### config.mk
export PLATFORM = sky130hd
export DESIGN_NAME = imem_loader
export DESIGN_NICKNAME = d
export VERILOG_FILES = /design/src/rtl/imem_loader.sv
export SDC_FILE = /design/constraint.sdc
export NUM_CORES = 1
export LEC_CHECK = 0
export ABC_AREA = 1
export CAP_MARGIN = 15
export CORE_ASPECT_RATIO = 0.75
export CORE_MARGIN = 3
export CORE_UTILIZATION = 40
export CTS_BUF_LIST = sky130_fd_sc_hd__clkbuf_16
export DETAILED_ROUTE_END_ITERATION = 12
export PLACE_DENSITY = 0.6
export SYNTH_ARGS = -nofsm -noshare
export SYNTH_HDL_FRONTEND = slang
export SYNTH_SLANG_ARGS = --single-unit
### constraint.sdc
create_clock -name clk -period 2.4 [get_ports clk]
set_clock_uncertainty 0.05 [all_clocks]
set_input_delay 0.24 -clock clk [delete_from_list [all_inputs] [get_ports clk]]
set_output_delay 0.24 -clock clk [all_outputs]
set_load 0.01 [all_outputs]
### src/rtl/imem_loader.sv
// Boot loader: framed byte stream -> little-endian 32-bit words -> instruction memory, core held in reset until verified.
// Optional idle timeout is built only when IMEM_LOADER_TIMEOUT_EN is defined.
module imem_loader #(
    parameter int ADDR_W         = 8,
    parameter int TIMEOUT_CYCLES = 1024
) (
    input  logic              clk,
    input  logic              reset,
    input  logic              start,
    input  logic              in_valid,
    input  logic [7:0]        in_data,
    output logic              in_ready,
    output logic              wr_en,
    output logic [ADDR_W-1:0] wr_addr,
    output logic [31:0]       wr_data,
    output logic              core_reset_n,
    output logic              done,
    output logic              error,
    output logic [15:0]       word_count,
    output logic [2:0]        dbg_state
);

    typedef enum logic [2:0] {
        S_IDLE, S_LEN0, S_LEN1, S_DATA, S_CHK, S_DONE, S_ERROR
    } state_t;

    localparam logic [16:0] MAX_WORDS = 17'(1) << ADDR_W;

    state_t              state_q, state_d;
    logic [15:0]         len_q, len_d;
    logic [7:0]          chk_q, chk_d;
    logic [1:0]          lane_q, lane_d;
    logic [31:0]         word_q, word_d;
    logic                wr_en_q, wr_en_d;
    logic [ADDR_W-1:0]   wr_addr_q, wr_addr_d;
    logic [31:0]         wr_data_q, wr_data_d;
    logic [15:0]         count_q, count_d;
    logic                in_ready_q, in_ready_d;
    logic                accept;
`ifdef IMEM_LOADER_TIMEOUT_EN
    logic [15:0]         idle_q, idle_d;
`endif

    always_comb begin
        state_d   = state_q;
        len_d     = len_q;
        chk_d     = chk_q;
        lane_d    = lane_q;
        word_d    = word_q;
        wr_en_d   = 1'b0;
        wr_addr_d = wr_addr_q;
        wr_data_d = wr_data_q;
        count_d   = count_q;
        accept    = in_valid && in_ready_q;

        // Address moves on only after the write it labelled; the last word keeps N-1.
        if (wr_en_q && state_q == S_DATA) begin
            wr_addr_d = wr_addr_q + ADDR_W'(1);
        end

        case (state_q)
            S_IDLE, S_DONE, S_ERROR: begin
                if (start) begin
                    state_d   = S_LEN0;
                    chk_d     = 8'd0;
                    count_d   = 16'd0;
                    wr_addr_d = '0;
                    lane_d    = 2'd0;
                end
            end
            S_LEN0: begin
                if (accept) begin
                    len_d[7:0] = in_data;
                    chk_d      = chk_q ^ in_data;
                    state_d    = S_LEN1;
                end
            end
            S_LEN1: begin
                if (accept) begin
                    len_d[15:8] = in_data;
                    chk_d       = chk_q ^ in_data;
                    if ({1'b0, in_data, len_q[7:0]} > MAX_WORDS) begin
                        state_d = S_ERROR;
                    end else if ({in_data, len_q[7:0]} == 16'd0) begin
                        state_d = S_CHK;
                    end else begin
                        state_d = S_DATA;
                    end
                end
            end
            S_DATA: begin
                if (accept) begin
                    chk_d  = chk_q ^ in_data;
                    word_d = {in_data, word_q[31:8]};
                    lane_d = lane_q + 2'd1;
                    if (lane_q == 2'd3) begin
                        wr_en_d   = 1'b1;
                        wr_data_d = {in_data, word_q[31:8]};
                        count_d   = count_q + 16'd1;
                        if (count_q == len_q - 16'd1) begin
                            state_d = S_CHK;
                        end
                    end
                end
            end
            S_CHK: begin
                if (accept) begin
                    state_d = (in_data == chk_q) ? S_DONE : S_ERROR;
                end
            end
            default: state_d = S_IDLE;
        endcase

`ifdef IMEM_LOADER_TIMEOUT_EN
        idle_d = 16'd0;
        if (state_q == S_LEN0 || state_q == S_LEN1 || state_q == S_DATA || state_q == S_CHK) begin
            if (accept || state_d != state_q) begin
                idle_d = 16'd0;
            end else if (idle_q == 16'(TIMEOUT_CYCLES)) begin
                state_d = S_ERROR;
            end else begin
                idle_d = idle_q + 16'd1;
            end
        end
`endif

        in_ready_d = (state_d == S_LEN0) || (state_d == S_LEN1) ||
                     (state_d == S_DATA) || (state_d == S_CHK);
    end

    always_ff @(posedge clk or negedge reset) begin
        if (!reset) begin
            state_q      <= S_IDLE;
            len_q        <= 16'd0;
            chk_q        <= 8'd0;
            lane_q       <= 2'd0;
            word_q       <= 32'd0;
            wr_en_q      <= 1'b0;
            wr_addr_q    <= '0;
            wr_data_q    <= 32'd0;
            count_q      <= 16'd0;
            in_ready_q   <= 1'b0;
            core_reset_n <= 1'b0;
            done         <= 1'b0;
            error        <= 1'b0;
`ifdef IMEM_LOADER_TIMEOUT_EN
            idle_q       <= 16'd0;
`endif
        end else begin
            state_q      <= state_d;
            len_q        <= len_d;
            chk_q        <= chk_d;
            lane_q       <= lane_d;
            word_q       <= word_d;
            wr_en_q      <= wr_en_d;
            wr_addr_q    <= wr_addr_d;
            wr_data_q    <= wr_data_d;
            count_q      <= count_d;
            in_ready_q   <= in_ready_d;
            core_reset_n <= (state_d == S_DONE);
            done         <= (state_d == S_DONE);
            error        <= (state_d == S_ERROR);
`ifdef IMEM_LOADER_TIMEOUT_EN
            idle_q       <= idle_d;
`endif
        end
    end

    assign in_ready   = in_ready_q;
    assign wr_en      = wr_en_q;
    assign wr_addr    = wr_addr_q;
    assign wr_data    = wr_data_q;
    assign word_count = count_q;
    assign dbg_state  = state_q;

endmodule

==> impl_metrics.toml <==
[floorplanning]
core_area_um2 = 13200
start_util_pct = 41.4
rows = 36
die_y_um = 107
die_x_um = 141
io_pins = 76
dieArea_um2 = 15100

[synthesis]
ys_seq_area_share_pct = 51.7
yosysWarnings = 0
synth_area_leaders = "dfrtp_1 52%, nand2_1 14%, o21ai_0 6.7%"
yosysTopAreaCell = "dfrtp_1"
synth_cell_type_count = 34
syn_avg_cell_area_um2 = 8.03
synth_edf_count = 0
async_reset_ff_share_pct = 100
synth_ff_type = "dfrtp_1"
yosys_register_bits = 113
syn_area_um2 = 5470
netlist_instances = 681
synth.top_cell.area_share_pct = 51.7
synth_nets = 697

[clocking]
clock_sinks = 113
cts_buffers = 17
clk_pin_slew_ns = 0.06
cts-root-buf = "clkbuf_16"
clk_latency_ns = 0.41
clockBufferDepth = 2
cts_tree = "done"
cts_max_level = 4

[setup_path]
critPathMaxFanout = 6
crit_path_cell_trace = "inv_2, ha_2, or2_2, a22oi_1, nand3_1, nor2_2, nand4_1, nand2_1, inv_1, nor3_1"
critical_path.slowest_cell = "dfrtp_1"
criticalPathCategory = "reg -> reg"
cp-start-kind = "register"
cp.required_ns = 2.67
max_stage_delay_ns = 0.40
crit_path_end_kind = "register"
worstPathArrival_ns = 2.52

[min_path]
hp-class = "in -> async"

[place]
dp.cells = 924
dp_hpwl_um = 10600
dp_slack_ns = -0.00421
gp_congestion = 0.986
dpl_cell_area_um2 = 6490
numPortBuffers = 75

[power_and_ir_drop]
vdd_ir_drop_max_v = 0.000714
cellPowerDensity_nw_per_um2 = 1050
p_leak_nw = 3.40

[detailed_routing]
wl_um = 14500
vias = 4837
drt_iter0_drc = 352
vias_per_cell = 5.05
ant_nets = 0
drt_pass1_iterations = 5
avgRoutedWirePerCell_um = 15.1
drc = 0

[layout]
layout.cells.non_filler = 958
fin_util_pct = 53.8
fillers = 1240
drive_gt1_share_pct = 9.16
nets = 789
final_cell_area_um2 = 7100
area_growth_pct = 29.8

[sta]
hold_viol = 0
drv_slew = 0
fin_crit_sh_pct = 93.5
tns_ns = 0
slew_headroom_pct = 62.5
finalSetupViolCount = 0
layout_setup_ws_ns = 0.157
worstMarginPinSlew_ns = 0.558
fmax_ghz = 0.446
period_needed_ns = 2.24

[status]
outcome = "completed"

[job]
cap_violations = 0

[global_routing]
grt_overflow = 0
grt_use_total_pct = 20.2
grt_pass1_vias = 4563
antenna_found_initial = 1
grt_pass1_wl_um = 23900
grt_max_degree = 57
[per-layer routing]
metal	GRT usage (%)	part of all wire (%)	up-vias	wire, µm
met2	27.4	41	162	6000
li1	-	-	2371	-
met5	0	0	-	0
met1	31.6	50	2292	7300
met4	6.09	0.85	0	123
met3	4.88	7.5	12	1090
[registers in the layout, indices dropped and copies added, names as in the netlist]
register    count
word_count     16
chk_q           8
dbg_state       3
error           1
wr_en           1
done            1
lane_q          2
wr_data        32
len_q          16
word_q         24
in_ready        1
wr_addr         8
[cell type report]
| cell class | instances | area [µm²] | share of cell area, % |
|---|---|---|---|
| antenna | 1 | 2.50 | 0.0353 |
| clock buffer | 17 | 425 | 5.99 |
| clock inverter | 15 | 121 | 1.71 |
| inverter | 75 | 282 | 3.97 |
| multi-input combinational | 473 | 2330 | 32.8 |
| sequential | 113 | 2830 | 39.8 |
| tap | 171 | 214 | 3.01 |
| timing repair buffer | 93 | 898 | 12.7 |
[cell usage after synthesis (2+ instances only)]
cell / count
xnor2_1: 6
buf_2: 2
inv_2: 4
nor2_1: 50
a21oi_1: 14
o31ai_1: 5
xor2_1: 22
ha_1: 4
nand3b_1: 4
clkbuf_1: 17
nor2_2: 4
nand4_1: 12
o21ai_0: 73
inv_1: 71
nand2_1: 208
nor3_1: 13
nand3_1: 43
dfrtp_1: 113
[worst paths after layout]
path	from	to	slack, ns	cells past startpoint
setup / recovery	len_q[0]	error	0.16	10
hold / removal	reset	word_count[10]	0.28	2
setup reg to reg	len_q[0]	error	0.16	10
hold reg to reg	wr_data[2]	wr_data[2]	0.42	2
max in group asynchronous	reset	lane_q[0]	1.32	3
min in group clk	wr_data[2]	wr_data[2]	0.42	2
[power by group]
| part | switching (mW) | internal (mW) |
|---|---|---|
| registers | 0.326 | 2.30 |
| clock network | 0.912 | 1.41 |
| logic | 1.60 | 0.875 |
[worst max-delay path, delay by kind of cell (launching register included)]
family / cells / cell delay [ns]
and+or+nand+nor: 6 / 1.04
DFF: 1 / 0.40
adders and majority gates: 1 / 0.28
buffers and inverters: 2 / 0.19
AOI/OAI and AO/OA: 1 / 0.19
[cells by family (layout without fill, tap and decap cells)]
family          count (synthesis)  count (layout)  synth area share (%)
flops                         113             113                  51.7
buf+inv                        95             200                  6.63
simple gates                  342             342                  26.5
fa+ha+maj                       4               4                 0.915
compound gates                 98              98                  9.63
xor+xnor                       28              28                  4.48
mux                             1               1                 0.183
other cells                     0               1                     0
[cells in the final DEF (no fill, tap or decap), drive strengths merged]
cell type and count:
a211oi 1, a21oi 16, a22oi 1, a31oi 1, and2 1, buf 18
bufinv 1, clkbuf 17, clkdlybuf4s50 74, clkinv 7, clkinvlp 3, dfrtp 113
diode 1, dlygate4sd3 1, ha 4, inv 79, mux2i 1, nand2 209
nand3 44, nand3b 4, nand4 12, nor2 54, nor3 15, nor3b 1
nor4 1, o211ai 1, o21ai 73, o31ai 5, or2 1, xnor2 6
xor2 22
[stage by stage]
stage | hold WS, ns | total power, mW
after floorplan | -0.106 | 4.18
after global placement | 0.176 | 4.99
after detailed placement | 0.187 | 5.01
after CTS | 0.290 | 7.39
after global routing | 0.327 | 7.98
final | 0.285 | 7.43
[repair_timing]
action	4_1_cts	5_1_grt
endpoints found under the setup margin	1	7
setup buffers	0	0
hold endpoints to repair	34	0
resized for setup	1	13
hold buffers	1	0
(Power assumes the default switching activity.)
